[src/rtl/prio_enc_pkg.sv]
// Shared types and helpers for the priority event encoder.
package prio_enc_pkg;

  localparam int unsigned PRIO_N_DEF = 8;
  // Widest vector the index helper scans; wider channel counts are not supported.
  localparam int unsigned PRIO_MAX_N = 256;

  typedef enum logic {
    IDLE  = 1'b0,
    OFFER = 1'b1
  } prio_state_e;

  // Highest set bit position of vec, or 0 when vec is all zeros.
  function automatic int unsigned prio_highest_idx(input logic [PRIO_MAX_N-1:0] vec);
    int unsigned hi;
    hi = 0;
    for (int unsigned i = 0; i < PRIO_MAX_N; i++) begin
      if (vec[i]) hi = i;
    end
    return hi;
  endfunction

endpackage

[src/rtl/prio_enc_comb.sv]
// Combinational N-to-W highest-index encoder with an any-set flag.
module prio_enc_comb
  import prio_enc_pkg::*;
#(
  parameter  int unsigned N = PRIO_N_DEF,
  localparam int unsigned W = $clog2(N)
) (
  input  logic [N-1:0] vec,
  output logic [W-1:0] idx_c,
  output logic         any_c
);

  assign any_c = |vec;
  assign idx_c = W'(prio_highest_idx(PRIO_MAX_N'(vec)));

endmodule

[src/rtl/prio_event_encoder.sv]
// Registered N-channel event capture with highest-index-first valid/ready delivery.
// Optional sticky per-channel overflow flags are built when PRIO_ENC_OVF_EN is defined.
module prio_event_encoder
  import prio_enc_pkg::*;
#(
  parameter  int unsigned N = PRIO_N_DEF,
  localparam int unsigned W = $clog2(N)
) (
  input  logic         clk,
  input  logic         rst,
  input  logic         en,
  input  logic [N-1:0] ev,
  output logic         out_valid,
  input  logic         out_ready,
  output logic [N-1:0] pending,
`ifdef PRIO_ENC_OVF_EN
  output logic [N-1:0] ovf,
  input  logic         ovf_clr,
`endif
  output logic [W-1:0] out_idx
);

  prio_state_e  state_q, state_d;
  logic [N-1:0] pending_q, pending_d;
  logic [N-1:0] cap, clr_mask;
  logic [W-1:0] idx_q, idx_d;
  logic [W-1:0] hi_next;
  logic         valid_q, valid_d;
  logic         accept, any_next;

  assign accept = valid_q & out_ready;
  assign cap    = en ? ev : '0;

  // One-hot of the channel leaving this cycle.
  always_comb begin
    clr_mask = '0;
    if (accept) clr_mask[idx_q] = 1'b1;
  end

  // A fresh event on the accepted channel re-sets its bit.
  assign pending_d = (pending_q & ~clr_mask) | cap;

  prio_enc_comb #(.N(N)) u_enc (
    .vec   (pending_d),
    .idx_c (hi_next),
    .any_c (any_next)
  );

  // Offered index is frozen until accepted, even if higher channels arrive.
  always_comb begin
    state_d = state_q;
    idx_d   = idx_q;
    valid_d = 1'b0;
    case (state_q)
      IDLE: begin
        if (any_next) begin
          state_d = OFFER;
          idx_d   = hi_next;
        end
      end
      OFFER: begin
        if (accept) begin
          if (any_next) idx_d = hi_next;
          else          state_d = IDLE;
        end
      end
      default: state_d = IDLE;
    endcase
    valid_d = (state_d == OFFER);
  end

  always_ff @(posedge clk or posedge rst) begin
    if (rst) begin
      state_q   <= IDLE;
      pending_q <= '0;
      idx_q     <= '0;
      valid_q   <= 1'b0;
    end else begin
      state_q   <= state_d;
      pending_q <= pending_d;
      idx_q     <= idx_d;
      valid_q   <= valid_d;
    end
  end

  assign out_valid = valid_q;
  assign out_idx   = idx_q;
  assign pending   = pending_q;

`ifdef PRIO_ENC_OVF_EN
  logic [N-1:0] ovf_q, ovf_set;

  // Event merged into a bit that is still pending and not leaving this cycle.
  assign ovf_set = cap & pending_q & ~clr_mask;

  always_ff @(posedge clk or posedge rst) begin
    if (rst) ovf_q <= '0;
    else     ovf_q <= (ovf_clr ? '0 : ovf_q) | ovf_set;
  end

  assign ovf = ovf_q;
`endif

endmodule

[config.mk]
export PLATFORM = sky130hd
export DESIGN_NAME = prio_event_encoder
export DESIGN_NICKNAME = d
export VERILOG_FILES = /design/src/rtl/prio_enc_pkg.sv /design/src/rtl/prio_enc_comb.sv /design/src/rtl/prio_event_encoder.sv
export SDC_FILE = /design/constraint.sdc
export NUM_CORES = 1
export LEC_CHECK = 0
export ABC_AREA = 0
export CORE_UTILIZATION = 45
export CTS_CLUSTER_DIAMETER = 80
export DETAILED_ROUTE_END_ITERATION = 8
export PLACE_DENSITY = 0.87
export SLEW_MARGIN = 20
export SYNTH_ARGS = -nofsm -noshare
export SYNTH_HDL_FRONTEND = slang
export SYNTH_SLANG_ARGS = --single-unit
[constraint.sdc]
create_clock -name clk -period 2.4 [get_ports clk]
set_input_delay 0.24 -clock clk [delete_from_list [all_inputs] [get_ports clk]]
set_output_delay 0.24 -clock clk [all_outputs]
set_load 0.01 [all_outputs]
### Word level (Yosys, flattened, before mapping)

Index checks and enable logic that the tools add are counted.

| operators by class | value |
|---|---|
| $lt $le $gt $ge | 2 |
| eq/ne operators | 1 |
| muxes and demuxes | 17 |
| bitwise logic cells | 5 |
| reduce and logical (&&, ||, !) cells | 2 |

Operator list:

| operator | count |
|---|---|
| $mux W3 | 6 |
| $mux W8 | 2 |
| $and A8 B8 Y8 | 1 |
| $not A8 Y8 | 1 |
| $or A8 B8 Y8 | 1 |
| $reduce_or A8 Y1 | 1 |
| $pmux W3 S2 | 1 |
| $lt A3 B4 Y1 const B | 1 |
| $mux W1 | 4 |
| $mux W2 | 2 |
| $demux W1 S3 | 1 |
| $ge A3 B1 Y1 const B | 1 |
| $ne A2 B1 Y1 const B | 1 |
| $pmux W1 S2 | 1 |
| $and A1 B1 Y1 | 1 |
| $logic_and A1 B1 Y1 | 1 |
| $not A1 Y1 | 1 |

| storage, ports and cells | value |
|---|---|
| register bits | 12 |
| input port bits | 12 |
| output and inout bits | 12 |
| word-level logic and storage cells | 30 |

### Logic depth before layout (Yosys ltp)

Gate-level depths: netlist of the first run.

| depth | value |
|---|---|
| word-level depth | 18 |
| gate-level depth with buffers | 8 |

### Modules after synthesis

Synthesis of the first run repeated with hierarchy kept, for this count alone.

| second synthesis, totals | value |
|---|---|
| cell total of the unflattened synthesis | 61 |
| area total of the unflattened synthesis | 585.6 µm² |

Modules (own cells, without submodules):

| module | times used | cells an instance | area each (µm²) | seq. area each (µm²) |
|---|---|---|---|---|
| prio_event_encoder | 1 | 49 | 519.2 | 300.3 |
| prio_enc_comb | 1 | 12 | 66.3 | 0.0 |

### Worst setup path after synthesis of the first run

Ideal clock, no wire load.

| timing | value |
|---|---|
| kind | register to register |
| from | reg idx_q[1], in the netlist out_idx[1] |
| to | reg idx_q[0], in the netlist out_idx[0] |
| library setup time | 0.125 ns |
| data arrival time | 1.706 ns |
| data required time | 2.275 ns |
| setup slack | 0.569 ns |
| stages on the path, launching flop included | 7 |
| cell sequence | dfrtp_1 buf_6 nand4bb_1 a221o_1 a222oi_1 o221ai_1 mux2_4 |

| between the ends | value |
|---|---|
| longest elaborated chain between the ends | 18 |

Ends and longest elaborated chain:

| element | line | source |
|---|---|---|
| start, declared | prio_event_encoder.sv:26 | `logic [W-1:0] idx_q, idx_d;` |
| start signal, assigned | prio_event_encoder.sv:81 | `idx_q <= idx_d;` |
| $lt A3 B4 Y1 (implied by the code) / $ge A3 B1 Y1 (equally long branches) | prio_event_encoder.sv:37 | `if (accept) clr_mask[idx_q] = 1'b1;` |
| $logic_and A1 B1 Y1 (implied by the code) | prio_event_encoder.sv:37 |  |
| $mux W1 (implied by the code) | prio_event_encoder.sv:37 |  |
| $demux W1 S3 (*) | prio_event_encoder.sv:37 |  |
| $mux W8 (*) | prio_event_encoder.sv:37 |  |
| $not A8 Y8 (*) | prio_event_encoder.sv:41 | `assign pending_d = (pending_q & ~clr_mask) \| cap;` |
| $and A8 B8 Y8 (*) | prio_event_encoder.sv:41 |  |
| $or A8 B8 Y8 (*) | prio_event_encoder.sv:41 |  |
| via pending_d[1] | prio_event_encoder.sv:24 | `logic [N-1:0] pending_q, pending_d;` |
| $mux W1 | prio_enc_pkg.sv:18 | `if (vec[i]) hi = i;` |
| $mux W2 (2 in a row) | prio_enc_pkg.sv:18 |  |
| $mux W3 (4 in a row) | prio_enc_pkg.sv:18 |  |
| $mux W3 (*) | prio_event_encoder.sv:56, prio_event_encoder.sv:63 |  |
| $mux W3 | prio_event_encoder.sv:62 | `if (accept) begin` |
| $pmux W3 S2 (*) | prio_event_encoder.sv:54 | `case (state_q)` |

Mark *: on every way through the listed nets, which the timed path passes. The rest lies on a longest branch. The select of a mux whose other input is x is not followed.
A chain may end at the register's enable or synchronous reset.

### Worst setup path after layout of the first run

| timing | value |
|---|---|
| from | reg idx_q[0], in the netlist out_idx[0] |
| to | reg idx_q[0], in the netlist out_idx[0] |

RTL lines:

| element | line |
|---|---|
| $lt A3 B4 Y1 (implied by the code) / $ge A3 B1 Y1 (equally long branches) | prio_event_encoder.sv:37 |
| $logic_and A1 B1 Y1 (implied by the code) | prio_event_encoder.sv:37 |
| $mux W1 (implied by the code) | prio_event_encoder.sv:37 |
| $demux W1 S3 (*) | prio_event_encoder.sv:37 |
| $mux W8 (*) | prio_event_encoder.sv:37 |
| $not A8 Y8 (*) | prio_event_encoder.sv:41 |
| $and A8 B8 Y8 (*) | prio_event_encoder.sv:41 |
| $or A8 B8 Y8 (*) | prio_event_encoder.sv:41 |
| via pending_d[7] | prio_event_encoder.sv:24 |
| $reduce_or A8 Y1 / $mux W3 (equally long branches) | prio_enc_comb.sv:13, prio_enc_pkg.sv:18 |
| $mux W3 (*) | prio_event_encoder.sv:56, prio_event_encoder.sv:63 |
| $mux W3 | prio_event_encoder.sv:62 |
| $pmux W3 S2 (*) | prio_event_encoder.sv:54 |

Marked as above.

==> reports/qor.csv, run 1 <==
stage,metric,value,unit
detailed_routing,vias,673,
worst_setup_path,CP Launch Type,flip-flop,
pwr,P_leak,0.000410,uW
synth,largest cells by area after synthesis,"dfrtp_1 (39%), mux2i_1 (5.2%), o21ai_0 (4.6%), inv_1 (4.4%), buf_6 (4.4%)",
timing,final hold violations,0,
timing,highest clock rate,498,MHz
detailed_routing,DRT Pass-1 Iters,4,
clock_tree,number of gates resized after CTS,0,
clock_tree,total clock sinks,12,
global_routing,initial antenna violation count,0,
clock_tree,clock slew at reported path FFs,0.07,ns
pwr,Pint,449,uW
synth,Post-Synthesis Cell Area,764,sq um
placed_design,Port Buffers,23,
timing,final worst path period share,0.837,
placed_design,RePlAce Congestion,0.828,
worst_setup_path,crit-path cells,"and4_4, a21oi_2, a21oi_4, inv_2, nor4_4, a21oi_2, mux2_4",
layout,share of cells above drive strength 1,0.160,
timing,final setup violation count,0,
synth,sequential area share after synthesis,0.393,
worst_setup_path,"Arr. time, crit path",2.18,ns
synth,"Primary FF master, synth",dfrtp_1,
die,core area,1540,sq um
pwr,sequential share of power,0.430,
synth,Commonest cells post-synth,"dfrtp_1 (12), inv_1 (9), o21ai_0 (7), nand2_1 (6), mux2i_1 (4)",
die,die footprint,1870,sq um
placed_design,placed wire-length estimate,1.30,mm
global_routing,grt total ovfl,0,
global_routing,GR Util All Layers,0.205,
die,site row count,14,
die,Die H,43.2,um
clock_tree,CTS Root Cell,clkbuf_4,
timing,RSZ-0062 raised after global routing,false,
detailed_routing,DRC,0,
timing,slew margin rel.,0.683,
synth,"EDFF count, synth",0,
clock_tree,# H-tree levels,1,
layout,area of the multi-input gates,393,sq um
detailed_routing,Wirelength per Cell,14.7,um
die,Die Wd,43.2,um
pwr,Clock Power Share,0.184,
pwr,Switching Fraction,0.344,
clock_tree,Skew-Pair Late Insertion Delay,0.28,ns
synth,Post-synth ARST share,1.00,
worst_setup_path,Slowest Stage Delay on Critical Path,0.55,ns
worst_setup_path,most frequent cell on the critical path,a21oi_2,
layout,fin nets,114,
synth,post-synthesis register bit count,12,
layout,Layout area overhead,32.2,%
global_routing,first-pass GRT wire length,2.81,mm
layout,Antenna Diode Count,0,
worst_setup_path,Crit. End Element,flip-flop,
outcome,status,"finished, final reports clean",
pwr,VDD IR max,0.503,mV
timing,clock skew,0.00286,ns
synth,most common cell in the netlist,dfrtp_1,
timing,final max-slew violation count,0,
die,# IOs,24,
synth,"area leader, netlist",dfrtp_1,
worst_hold_path,min-delay worst type,input pin to asynchronous set/reset pin,
synth,Ys Warns,0,
run,max-cap violation count,0,
detailed_routing,post-route ant nets,0,
clock_tree,deepest clock path buffer count,2,
synth,post-synth top area share,0.393,
pwr,cell area power density,677,nW/um^2
pwr,Comb pwr share,0.387,
detailed_routing,Post-Route WL,1.70,mm
synth,syn_area_per_cell,10.1,sq um
timing,Slew @ Worst Pin,0.475,ns
worst_setup_path,Crit Path Category,flip-flop to flip-flop,
global_routing,vias in the first global route,643,
worst_setup_path,CP required,2.57,ns
die,Initial Utilization,0.496,
worst_setup_path,Reg2Reg Launch Point,out_idx[0],
clock_tree,hold_buf cts,0,
synth,Post-Synthesis Cells,76,
pwr,sw power,236,uW
layout,storage element area,300,sq um
detailed_routing,routed vias/inst,5.80,
worst_setup_path,Critical-path top delay cell,dfrtp_1,
detailed_routing,DR iter-0 viols,17,
timing,fin crit period,2.01,ns
synth,post-synthesis cell type count,33,
worst_setup_path,Crit Path Max Fanout,10,
clock_tree,CTS tree,built,
worst_setup_path,crit path from,out_idx[0],
pwr,overall power,685,uW
timing,setup_tns,0,ns
clock_tree,total CTS buffers,3,
layout,total of fill cells in the finished design,144,
synth,syn_nets,88,
global_routing,largest net degree at the start of global routing,13,
clock_tree,Post-CTS Setup Inserts,0,
## per-layer routing
layer,GRT usage,vias to the layer above,share of wire
li1,-,328,-
met1,0.247,318,0.45
met2,0.337,22,0.48
met3,0.0383,5,0.042
met4,0.115,0,0.031
met5,0,-,0
## kinds of logic after synthesis
logic type,count (synthesis),synth area share
AOI/OAI and AO/OA,24,0.236
buffers and inverters,13,0.0933
DFF,12,0.393
muxes,5,0.0720
and+or+nand+nor,22,0.206
## stage by stage
| step | area [sq um] | hold WS [ns] | setup slack, ns | util | cells |
|---|---|---|---|---|---|
| after floorplan | 764 | 0.105 | 0.569 | - | 76 |
| after global placement | 988 | 0.580 | 0.238 | 0.641 | 113 |
| after detailed placement | 988 | 0.587 | 0.160 | 0.641 | 113 |
| after CTS | 1010 | 0.292 | 0.393 | 0.656 | 116 |
| after global routing | 1010 | 0.343 | 0.264 | 0.656 | 116 |
| final | 1010 | 0.280 | 0.390 | 0.656 | 116 |
## worst paths after layout
| check | slack [ns] | cells past startpoint | end |
|---|---|---|---|
| worst min register to register | 0.60 | 2 | pending[0] |
| min in group clk | 0.52 | 3 | pending[0] |
| worst max-delay path | 0.39 | 7 | out_idx[0] |
| max in group asynchronous | 1.80 | 2 | pending[6] |
| worst min-delay path | 0.28 | 2 | pending[1] |
| worst max register to register | 0.39 | 7 | out_idx[0] |
## cells in the final DEF (no fill, tap or decap), types with 2 or more instances in the layout
master	Yosys	final
a21oi_1	3	3
a21oi_2	2	2
a22oi_1	2	2
clkbuf_4	0	3
clkdlybuf4s50_1	0	23
dfrtp_1	12	12
inv_1	9	9
mux2i_1	4	4
nand2_1	6	6
nand4b_1	2	2
o21a_1	2	2
o21ai_0	7	7
or2_2	3	3
## state kept, by name (all words and copies together) (netlist names)
name       count
out_valid      1
pending        8
out_idx        3
## worst max-delay path, delay by kind of cell (launching register included)
family	cells	cell delay, ns
and+or+nand+nor	2	0.62
DFF	1	0.55
AOI/OAI and AO/OA	3	0.35
muxes	1	0.31
buffers and inverters	1	0.07
## power groups by stage
| stage | sequential [uW] | clock [uW] | combinational [uW] |
|---|---|---|---|
| 6_report | 294 | 126 | 265 |
| 4_1_cts | 293 | 130 | 266 |
| 3_3_place_gp | 296 | 0 | 261 |
| 2_1_floorplan | 283 | 0 | 180 |
| 5_1_grt | 301 | 132 | 282 |
| 3_5_place_dp | 296 | 0 | 264 |
## layout make-up
| class | count | share of cell area |
|---|---|---|
| clock buffers | 3 | 0.0223 |
| well taps | 16 | 0.0198 |
| flip-flops and latches | 12 | 0.297 |
| multi-input cells | 51 | 0.389 |
| inverters | 10 | 0.0371 |
| repair buffers | 24 | 0.235 |
Power figures use the tool's default switching activity.
==> run 2: changes to the inputs <==
- CORE_UTILIZATION: 45 -> 40
- PLACE_DENSITY: 0.87 -> 0.82
- clock period: 2.4 -> 1.73 ns (I/O delays scaled with it)
==> reports/qor.csv, run 2 (synthesized netlist as in run 1, its figures left out) <==
stage,metric,value,unit
outcome,status,"finished, violations left",
outcome,violations in the final reports,negative setup slack,
timing,final worst path period share,1.05,
detailed_routing,DR iter-0 viols,20,
worst_setup_path,CP Launch Type,flip-flop,
timing,post-route setup slack,-0.0869,ns
global_routing,vias in the first global route,806,
clock_tree,clock slew at reported path FFs,0.08,ns
worst_setup_path,Crit. End Element,flip-flop,
detailed_routing,Post-Route WL,2.23,mm
layout,share of cells above drive strength 1,0.388,
placed_design,Port Buffers,23,
die,site row count,15,
global_routing,grt total ovfl,0,
timing,slew margin rel.,0.688,
clock_tree,deepest clock path buffer count,2,
pwr,overall power,1140,uW
layout,fin nets,143,
layout,most frequent cells in the layout,"buf_4 (27), clkdlybuf4s50_1 (22), dfrtp_1 (12), inv_1 (8)",
die,core area,1760,sq um
die,# IOs,24,
clock_tree,total CTS buffers,3,
timing,final hold violations,0,
detailed_routing,DRT Pass-1 Iters,4,
detailed_routing,post-route ant nets,0,
worst_setup_path,Critical-path top delay cell,dfrtp_1,
worst_setup_path,CP required,1.91,ns
die,die footprint,2090,sq um
clock_tree,Skew-Pair Late Insertion Delay,0.29,ns
layout,post-route insts no fill,154,
global_routing,first-pass GRT wire length,3.59,mm
die,Die H,45.7,um
worst_setup_path,"Arr. time, crit path",1.99,ns
worst_hold_path,min-delay worst type,input pin to asynchronous set/reset pin,
placed_design,placed insts,142,
pwr,VDD IR max,0.596,mV
timing,final max-slew violation count,0,
placed_design,RePlAce Congestion,0.884,
pwr,cell area power density,896,nW/um^2
global_routing,initial antenna violation count,0,
layout,"most common cell after layout, fill and taps aside",buf_4,
placed_design,placed wire-length estimate,1.58,mm
clock_tree,CTS Root Cell,clkbuf_4,
timing,RSZ-0062 raised after global routing,true,
worst_setup_path,Crit Path Category,flip-flop to flip-flop,
clock_tree,CTS tree,built,
global_routing,GR Util All Layers,0.257,
global_routing,largest net degree at the start of global routing,13,
layout,max reg flops,8,
timing,final setup violation count,2,
detailed_routing,vias,828,
detailed_routing,DRC,0,
layout,Antenna Diode Count,0,
detailed_routing,Wirelength per Cell,14.5,um
clock_tree,total clock sinks,12,
worst_setup_path,crit-path cells,"nand4bb_1, a221o_1, a222oi_1, o221ai_1, mux2_4",
detailed_routing,routed vias/inst,5.38,
timing,clock skew,0.0106,ns
timing,Slew @ Worst Pin,0.467,ns
timing,fin crit period,1.82,ns
timing,highest clock rate,550,MHz
pwr,P_leak,0.000552,uW
worst_setup_path,Crit Path Max Fanout,3,
run,max-cap violation count,0,
layout,Layout area overhead,66.1,%
worst_setup_path,Slowest Stage Delay on Critical Path,0.41,ns
die,Die Wd,45.7,um
clock_tree,# H-tree levels,1,
die,Initial Utilization,0.433,
run 2: changes by cell type in the layout (fill, tap and decap cells not counted), sizes merged:
cell / change
buf: +29
dlygate4sd2: +1
clkdlybuf4s50: -1
run 2: metal layers:
metal | vias up | global-route usage | share of wire | routed length [um]
met1 | 402 | 0.320 | 0.42 | 944
met2 | 29 | 0.394 | 0.49 | 1100
met5 | - | 0 | 0 | 0
met3 | 9 | 0.0476 | 0.042 | 93
met4 | 0 | 0.188 | 0.039 | 87
li1 | 388 | - | - | -
run 2: power breakdown:
group	switching (uW)	total, uW	internal (uW)
clock	99.6	180	80.9
combinational	234	586	352
sequential	44.6	371	327
total	378	1140	759
run 2: path summary, 6_finish.rpt:
path                       startpoint    endpoint  slack [ns]  depth (start not counted)
min in group clk                ev[0]  pending[0]        0.46                          3
setup reg to reg           out_idx[2]  out_idx[0]       -0.09                          5
hold / removal                    rst  pending[2]        0.19                          2
max in group asynchronous         rst  out_idx[2]        1.21                          2
setup / recovery           out_idx[2]  out_idx[0]       -0.09                          5
hold reg to reg            pending[0]  pending[0]        0.61                          2
run 2: repair_timing:
action                                  CTS  global route
pin swaps                                 5             4
setup buffers                             8             2
gates resized for setup                   8             3
endpoints found under the setup margin    2             4
hold buffers                              0             0
run 2: critical path: cells and delay by family, from the launching register on:
kind | cells | cell delay, ns
DFF | 1 | 0.41
and+or+nand+nor | 1 | 0.23
muxes | 1 | 0.27
AOI/OAI and AO/OA | 3 | 0.81
run 2: cell type report:
| type | count | area, sq um |
|---|---|---|
| Timing Repair Buffer | 53 | 465 |
| Sequential cell | 12 | 300 |
| Clock buffer | 3 | 22.5 |
| Multi-Input combinational cell | 51 | 413 |
| Inverter | 10 | 37.5 |
| Fill cell | 129 | 494 |
| Tap cell | 25 | 31.3 |
run 2: per-stage QoR:
stage	area, sq um	hold WS [ns]	setup WS, ns	util	setup TNS (ns)
after global placement	1150	0.502	-0.355	0.652	-0.999
after detailed placement	1150	0.521	-0.381	0.652	-1.14
after CTS	1250	0.212	-0.0380	0.711	-0.0385
after global routing	1270	0.248	-0.167	0.720	-0.255
final	1270	0.191	-0.0869	0.720	-0.0920
after floorplan	764	0.0377	-0.0975	-	-0.0975
